## src/rtl/permute_schedule_if.sv

```systemverilog
// Handshake/bus bundle between the encoder top, the permute sequencer and the reader.
// The pause signal exists only when PERMUTE_CTRL_PAUSE_EN is defined.
interface permute_schedule_if;
   logic       start;
   logic       abort;
`ifdef PERMUTE_CTRL_PAUSE_EN
   logic       pause;
`endif
   logic       ld;
   logic       en_cnt;
   logic [6:0] line_number;
   logic       wr_en;
   logic [4:0] wr_addr;
   logic       busy;
   logic       done;

   modport master (
      output start, abort,
`ifdef PERMUTE_CTRL_PAUSE_EN
      output pause,
`endif
      input  ld, en_cnt, line_number, wr_en, wr_addr, busy, done
   );

   modport slave (
      input  start, abort,
`ifdef PERMUTE_CTRL_PAUSE_EN
      input  pause,
`endif
      output ld, en_cnt, line_number, wr_en, wr_addr, busy, done
   );
endinterface

```

## src/rtl/permute_schedule_ctrl.sv

```systemverilog
// Permute-table sweep sequencer: LOAD / WAIT(LAT) / WRITE per line, then DONE.
// Optional freeze input enabled by PERMUTE_CTRL_PAUSE_EN.
module permute_schedule_ctrl #(
   parameter int LINES = 25,
   parameter int LAT   = 1
) (
   input logic            clk,
   input logic            rst,
   permute_schedule_if.slave bus
);

   typedef enum logic [2:0] {IDLE, LOAD, WAIT, WRITE, DONE} state_t;

   localparam logic [6:0] LAST     = 7'(LINES);
   localparam logic [3:0] CNT_INIT = (LAT > 0) ? 4'(LAT - 1) : 4'd0;

   state_t     state, nxt;
   logic [3:0] cnt, nxt_cnt;
   logic [6:0] line, nxt_line;
   logic       active;
   logic       strobe_ok;
`ifdef PERMUTE_CTRL_PAUSE_EN
   logic       held, nxt_held;
`endif

   assign active          = (state == LOAD) || (state == WAIT) || (state == WRITE);
   assign bus.line_number = line;

   always_comb begin
      nxt       = state;
      nxt_cnt   = cnt;
      nxt_line  = line;
      strobe_ok = 1'b1;
`ifdef PERMUTE_CTRL_PAUSE_EN
      nxt_held  = 1'b0;
`endif
      unique case (state)
         IDLE: begin
            if (bus.start) begin
               nxt      = LOAD;
               nxt_line = 7'd1;
            end
         end
         LOAD: begin
            nxt_cnt = CNT_INIT;
            nxt     = (LAT > 0) ? WAIT : WRITE;
         end
         WAIT: begin
            if (cnt == 4'd0) nxt = WRITE;
            else             nxt_cnt = cnt - 4'd1;
         end
         WRITE: begin
            if (line == LAST) begin
               nxt = DONE;
            end else begin
               nxt_line = line + 7'd1;
               nxt      = LOAD;
            end
         end
         DONE:    nxt = IDLE;
         default: nxt = IDLE;
      endcase
`ifdef PERMUTE_CTRL_PAUSE_EN
      // a strobe state left frozen is re-entered once so its strobe fires again
      if (active && bus.pause) begin
         nxt       = state;
         nxt_cnt   = cnt;
         nxt_line  = line;
         strobe_ok = 1'b0;
         nxt_held  = 1'b1;
      end else if (held && (state == LOAD || state == WRITE)) begin
         nxt      = state;
         nxt_cnt  = cnt;
         nxt_line = line;
      end
`endif
      if (active && bus.abort) begin
         nxt      = IDLE;
         nxt_cnt  = 4'd0;
         nxt_line = 7'd0;
`ifdef PERMUTE_CTRL_PAUSE_EN
         nxt_held = 1'b0;
`endif
      end
   end

   always_ff @(posedge clk or posedge rst) begin
      if (rst) begin
         state       <= IDLE;
         cnt         <= 4'd0;
         line        <= 7'd0;
         bus.ld      <= 1'b0;
         bus.wr_en   <= 1'b0;
         bus.wr_addr <= 5'd0;
         bus.en_cnt  <= 1'b0;
         bus.busy    <= 1'b0;
         bus.done    <= 1'b0;
`ifdef PERMUTE_CTRL_PAUSE_EN
         held        <= 1'b0;
`endif
      end else begin
         state      <= nxt;
         cnt        <= nxt_cnt;
         line       <= nxt_line;
         bus.ld     <= strobe_ok && (nxt == LOAD);
         bus.wr_en  <= strobe_ok && (nxt == WRITE);
         if (nxt == WRITE) bus.wr_addr <= 5'(nxt_line - 7'd1);
         bus.en_cnt <= (nxt == LOAD) || (nxt == WAIT) || (nxt == WRITE);
         bus.busy   <= (nxt != IDLE);
         bus.done   <= (nxt == DONE);
`ifdef PERMUTE_CTRL_PAUSE_EN
         held       <= nxt_held;
`endif
      end
   end

endmodule

```

## src/flat_wrapper.sv

```systemverilog
// flat-port wrapper written by rule: the top's interface ports become plain ports
module permute_schedule_ctrl_flat 
#(
   parameter int LINES = 25,
   parameter int LAT   = 1
)
  (clk, rst, bus_start, bus_abort, bus_ld, bus_en_cnt, bus_line_number, bus_wr_en, bus_wr_addr, bus_busy, bus_done);
  permute_schedule_if bus_i ();
  input logic clk;
  input logic rst;
  input wire logic [$bits(bus_i.start)-1:0] bus_start;
  input wire logic [$bits(bus_i.abort)-1:0] bus_abort;
  output wire logic [$bits(bus_i.ld)-1:0] bus_ld;
  output wire logic [$bits(bus_i.en_cnt)-1:0] bus_en_cnt;
  output wire logic [$bits(bus_i.line_number)-1:0] bus_line_number;
  output wire logic [$bits(bus_i.wr_en)-1:0] bus_wr_en;
  output wire logic [$bits(bus_i.wr_addr)-1:0] bus_wr_addr;
  output wire logic [$bits(bus_i.busy)-1:0] bus_busy;
  output wire logic [$bits(bus_i.done)-1:0] bus_done;
  assign bus_i.start = bus_start;
  assign bus_i.abort = bus_abort;
  assign bus_ld = bus_i.ld;
  assign bus_en_cnt = bus_i.en_cnt;
  assign bus_line_number = bus_i.line_number;
  assign bus_wr_en = bus_i.wr_en;
  assign bus_wr_addr = bus_i.wr_addr;
  assign bus_busy = bus_i.busy;
  assign bus_done = bus_i.done;
  permute_schedule_ctrl #(.LINES(LINES), .LAT(LAT)) u_core (.clk(clk), .rst(rst), .bus(bus_i));
endmodule
```

## config.mk

```make
export PLATFORM = sky130hd
export DESIGN_NAME = permute_schedule_ctrl_flat
export DESIGN_NICKNAME = d
export VERILOG_FILES = /design/src/rtl/permute_schedule_if.sv /design/src/rtl/permute_schedule_ctrl.sv /design/src/flat_wrapper.sv
export SDC_FILE = /design/constraint.sdc
export NUM_CORES = 1
export LEC_CHECK = 0
export CORE_MARGIN = 4
export CORE_UTILIZATION = 47
export DETAILED_ROUTE_END_ITERATION = 6
export MAX_ROUTING_LAYER = met4
export PLACE_DENSITY = 0.76
export SLEW_MARGIN = 20
export SYNTH_ARGS = -nofsm -noshare
export SYNTH_HDL_FRONTEND = slang
export SYNTH_SLANG_ARGS = --single-unit
```

## constraint.sdc

```tcl
create_clock -name clk -period 2.55 [get_ports clk]
set_clock_uncertainty 0.2 [all_clocks]
set_input_delay 0.51 -clock clk [delete_from_list [all_inputs] [get_ports clk]]
set_output_delay 0.51 -clock clk [all_outputs]
set_load 0.01 [all_outputs]
```

==> summary by stage <==
Global route
Global routing consumed, over all layers together, 18.8% of the routing resources. The overall overflow remaining after global route is 0. The first-pass GRT wire length is around 5200 um. Entering global routing, the biggest net connects 25 pins. The number of global-route vias before repair is around 1.2k. The number of antenna violations at the first check in global routing is 0.

STA
Based on the critical path, the design can be clocked at up to approximately 410 MHz. The final period demand of the worst path is 2.42 ns. The count of endpoints failing hold in the final timing report came to 0. The transition at the pin with the smallest max-transition slack is approximately 0.58 ns. The final-report max-slew violation count is 0. Setup total negative slack on the finished layout was measured at 0 ns. The share of the clock period used by the worst path is a little over nine tenths. Setup slack on the critical path of the routed design comes to approximately 0.13 ns. In this run the tightest slew margin relative to its limit is between 60 and 70%. The setup violation total in the final timing report is 0.

Yosys
The proportion of synthesized chip area in sequential cells is 44.5%. Ranked by total cell area, the synthesized netlist is headed by sky130_fd_sc_hd__dfrtp_1 (45%), sky130_fd_sc_hd__ha_1 (4.6%), sky130_fd_sc_hd__o21ai_0 (3.3%). The number of flops mapped to enable cells by yosys is 0. The count of distinct cell types in the synthesized netlist is 44. The total of warnings raised by yosys is 0.

The share of the synthesized area in the top cell type is 44.5%. Synthesis produced a netlist with a net count of about 150. The dominant cell type by area after synthesis is sky130_fd_sc_hd__dfrtp_1.

The main flop type after synthesis is sky130_fd_sc_hd__dfrtp_1. The count of mapped cells out of synthesis is 143. Dividing the synthesized area by the synthesized cell count gives between 9 and 10 sq um. The post-synthesis register bit count is 24. The async set-reset flop share out of synthesis is 100%. The mapped netlist covers between 0.001 and 0.0015 sq mm.

Final layout
The finished layout holds between 200 and 250 standard cells, fillers aside. Compared with the post-synthesis result, the final layout area differs by 36.0%. The final-stage net count is 197. The fraction of final layout cells sized beyond drive strength 1 is between 20% and 30%. The number of antenna diodes in the final layout is 0.

Min path
The path type of the worst min-delay path is register to register.

Floorplanning
The vertical die dimension is 61.6 um. The floorplan step defined a die boundary enclosing between 0.003 and 0.004 sq mm. Pin placement for this block handled 21 I/O pins. Once the floorplan was initialized, standard cells occupied 48.9% of the core. The die extent in x is 61.6 um. The initialized floorplan defines 19 standard-cell rows. The core footprint is approximately 0.0028 sq mm.

Critical path
The largest fanout on the critical path is 6. The critical path launch point type is a register. The required arrival time at the worst endpoint is 2.57 ns. The critical path is of the register to register type. STA puts the critical path data arrival time at roughly 2.4 ns.

The critical path capture point type is a register.

Clock network
The number of buffers between clock root and the deepest sink is 2. The level count of the clock H-tree is 1. For the worst-skew pair, the clock arrives at the later sink with an insertion delay of between 0.3 and 0.4 ns.

Counting every sink on the clock net gives 24. The clock-pin slew of the registers on the worst-case setup and hold paths is 0.13 ns. The number of CTS-inserted buffers is 3. TritonCTS built the clock tree.

The CTS root buffer is sky130_fd_sc_hd__clkbuf_4.

Routing
The routed layout has 1,221 vias. The average wire per cell in the routed design is 14.9 um. The routed wire length is 3240 um. After detailed routing, the number of vias per cell comes to roughly 5.6. After the first detailed-routing iteration, the DRC count stood at 50. In this run the remaining antenna-violating nets after routing total 0. The total DRC errors in the routed layout is 0. The number of detailed-routing iterations run before antenna repair is 4.

Power and ir drop
The peak supply drop is about 700 uV. The power per standard cell area is about 950 mW/mm^2. The total design power is 1.74 mW. Summed over all cells, the static leakage comes to between 0.8 and 0.9 nW.

Place
The final HPWL from detailed placement is roughly 2400 um. The quantity of I/O buffers inserted on ports is 20. Routability-driven placement finished with a final weighted congestion of slightly above 0.9. The pre-CTS worst setup slack is -0.217 ns. The number of placed instances, taps included is 211.

Job
The tool flagged a number of max-cap violations equal to 0.

Run status
The run finished with clean final reports.
## logic make-up (layout without fill, tap and decap cells)
family / after synthesis / in the layout / share of synthesized area (%)
compound gates: 38 / 38 / 19.9
xor+xnor: 3 / 3 / 1.95
fa+ha+maj: 5 / 5 / 4.64
buf+inv: 17 / 61 / 5.57
flops: 24 / 24 / 44.5
simple gates: 56 / 56 / 23.5
## sequential cells by signal (all words and copies together), names as in the netlist
name,flops
u_core.bus.busy,1
u_core.bus.done,1
u_core.bus.en_cnt,1
u_core.bus.ld,1
u_core.bus.line_number,7
u_core.bus.wr_addr,5
u_core.bus.wr_en,1
u_core.cnt,4
u_core.state,3
## per-stage QoR
step | cell area [sq um] | hold WS, ns | utilization [%]
6_report | 1830 | 0.299 | 66.5
5_1_grt | 1830 | 0.346 | 66.5
4_1_cts | 1760 | 0.309 | 63.8
3_5_place_dp | 1720 | 0.276 | 62.5
3_3_place_gp | 1720 | 0.270 | 62.5
2_1_floorplan | 1350 | 0.292 | -
## cell usage in the layout (no fill, tap or decap), drive strengths merged, types with 2 or more instances in the layout
cell / count
nor4: 2
inv: 12
nor2: 11
nor3b: 3
clkdlybuf4s50: 20
xnor2: 2
a22o: 2
o211ai: 2
dfrtp: 24
nand2: 11
a31o: 2
nor3: 3
nand2b: 7
nor2b: 3
a21oi: 4
ha: 5
a211oi: 3
o31ai: 2
buf: 25
nand3: 4
or2: 2
clkbuf: 4
nand4bb: 2
o41ai: 2
o21ai: 15
## layer usage
metal / GRT usage, % / part of all wire, %
met1: 24.0 / 45
met2: 30.2 / 51
met3: 3.35 / 3.1
met4: 6.06 / 0.96
met5: - / 0
## where the power goes
group	internal (mW)	leakage, nW	total (mW)	switching (mW)
Clock	0.0874	0.0210	0.205	0.117
Combinational	0.504	0.486	0.960	0.456
Sequential	0.485	0.318	0.572	0.0875
## final timing paths
path                                              end  cells after the start                      start  slack (ns)
worst min-delay path            u_core.bus.wr_addr[3]                      2      u_core.bus.wr_addr[3]        0.30
max in group asynchronous           u_core.bus.en_cnt                      3                        rst        1.60
worst min register to register  u_core.bus.wr_addr[3]                      2      u_core.bus.wr_addr[3]        0.30
worst max register to register  u_core.bus.wr_addr[4]                     11  u_core.bus.line_number[1]        0.13
worst max-delay path            u_core.bus.wr_addr[4]                     11  u_core.bus.line_number[1]        0.13
min in group asynchronous            u_core.bus.wr_en                      3                        rst        0.32
## worst max-delay path, stage by stage (launching register included)
cell,delay (ns)
sky130_fd_sc_hd__dfrtp_1,0.40
sky130_fd_sc_hd__inv_1,0.06
sky130_fd_sc_hd__ha_2,0.19
sky130_fd_sc_hd__nand4bb_4,0.13
sky130_fd_sc_hd__o211ai_4,0.30
sky130_fd_sc_hd__a21oi_2,0.11
sky130_fd_sc_hd__o211ai_2,0.21
sky130_fd_sc_hd__ha_2,0.22
sky130_fd_sc_hd__inv_2,0.04
sky130_fd_sc_hd__nor4_4,0.21
sky130_fd_sc_hd__xnor2_1,0.15
sky130_fd_sc_hd__o21ai_1,0.09
## final cells by class
cell class	count	area [sq um]
Tap cell	31	38.8
Clock buffer	4	36.3
Multi-Input combinational cell	102	726
Sequential cell	24	601
Timing Repair Buffer	45	388
Inverter	12	45.0
Fill cell	212	923
## cells in the mapped netlist (3+ instances only)
cell type and n:
sky130_fd_sc_hd__dfrtp_1 24, sky130_fd_sc_hd__ha_1 5, sky130_fd_sc_hd__nor2_1 11, sky130_fd_sc_hd__o21ai_1 6, sky130_fd_sc_hd__nand2b_1 7, sky130_fd_sc_hd__nor2b_1 3, sky130_fd_sc_hd__a21oi_1 4, sky130_fd_sc_hd__o21ai_0 9
sky130_fd_sc_hd__nand2_1 11, sky130_fd_sc_hd__nor3b_1 3, sky130_fd_sc_hd__clkbuf_1 3, sky130_fd_sc_hd__nor3_1 3, sky130_fd_sc_hd__inv_1 12, sky130_fd_sc_hd__nand3_1 4
## what timing repair did
item,CTS,global route
gates resized for setup,0,9
setup buffers,0,3
endpoints found under the setup margin,0,1
hold buffers,0,0
hold endpoints to repair,0,0
Note: power is estimated with default switching activity, not from simulation.
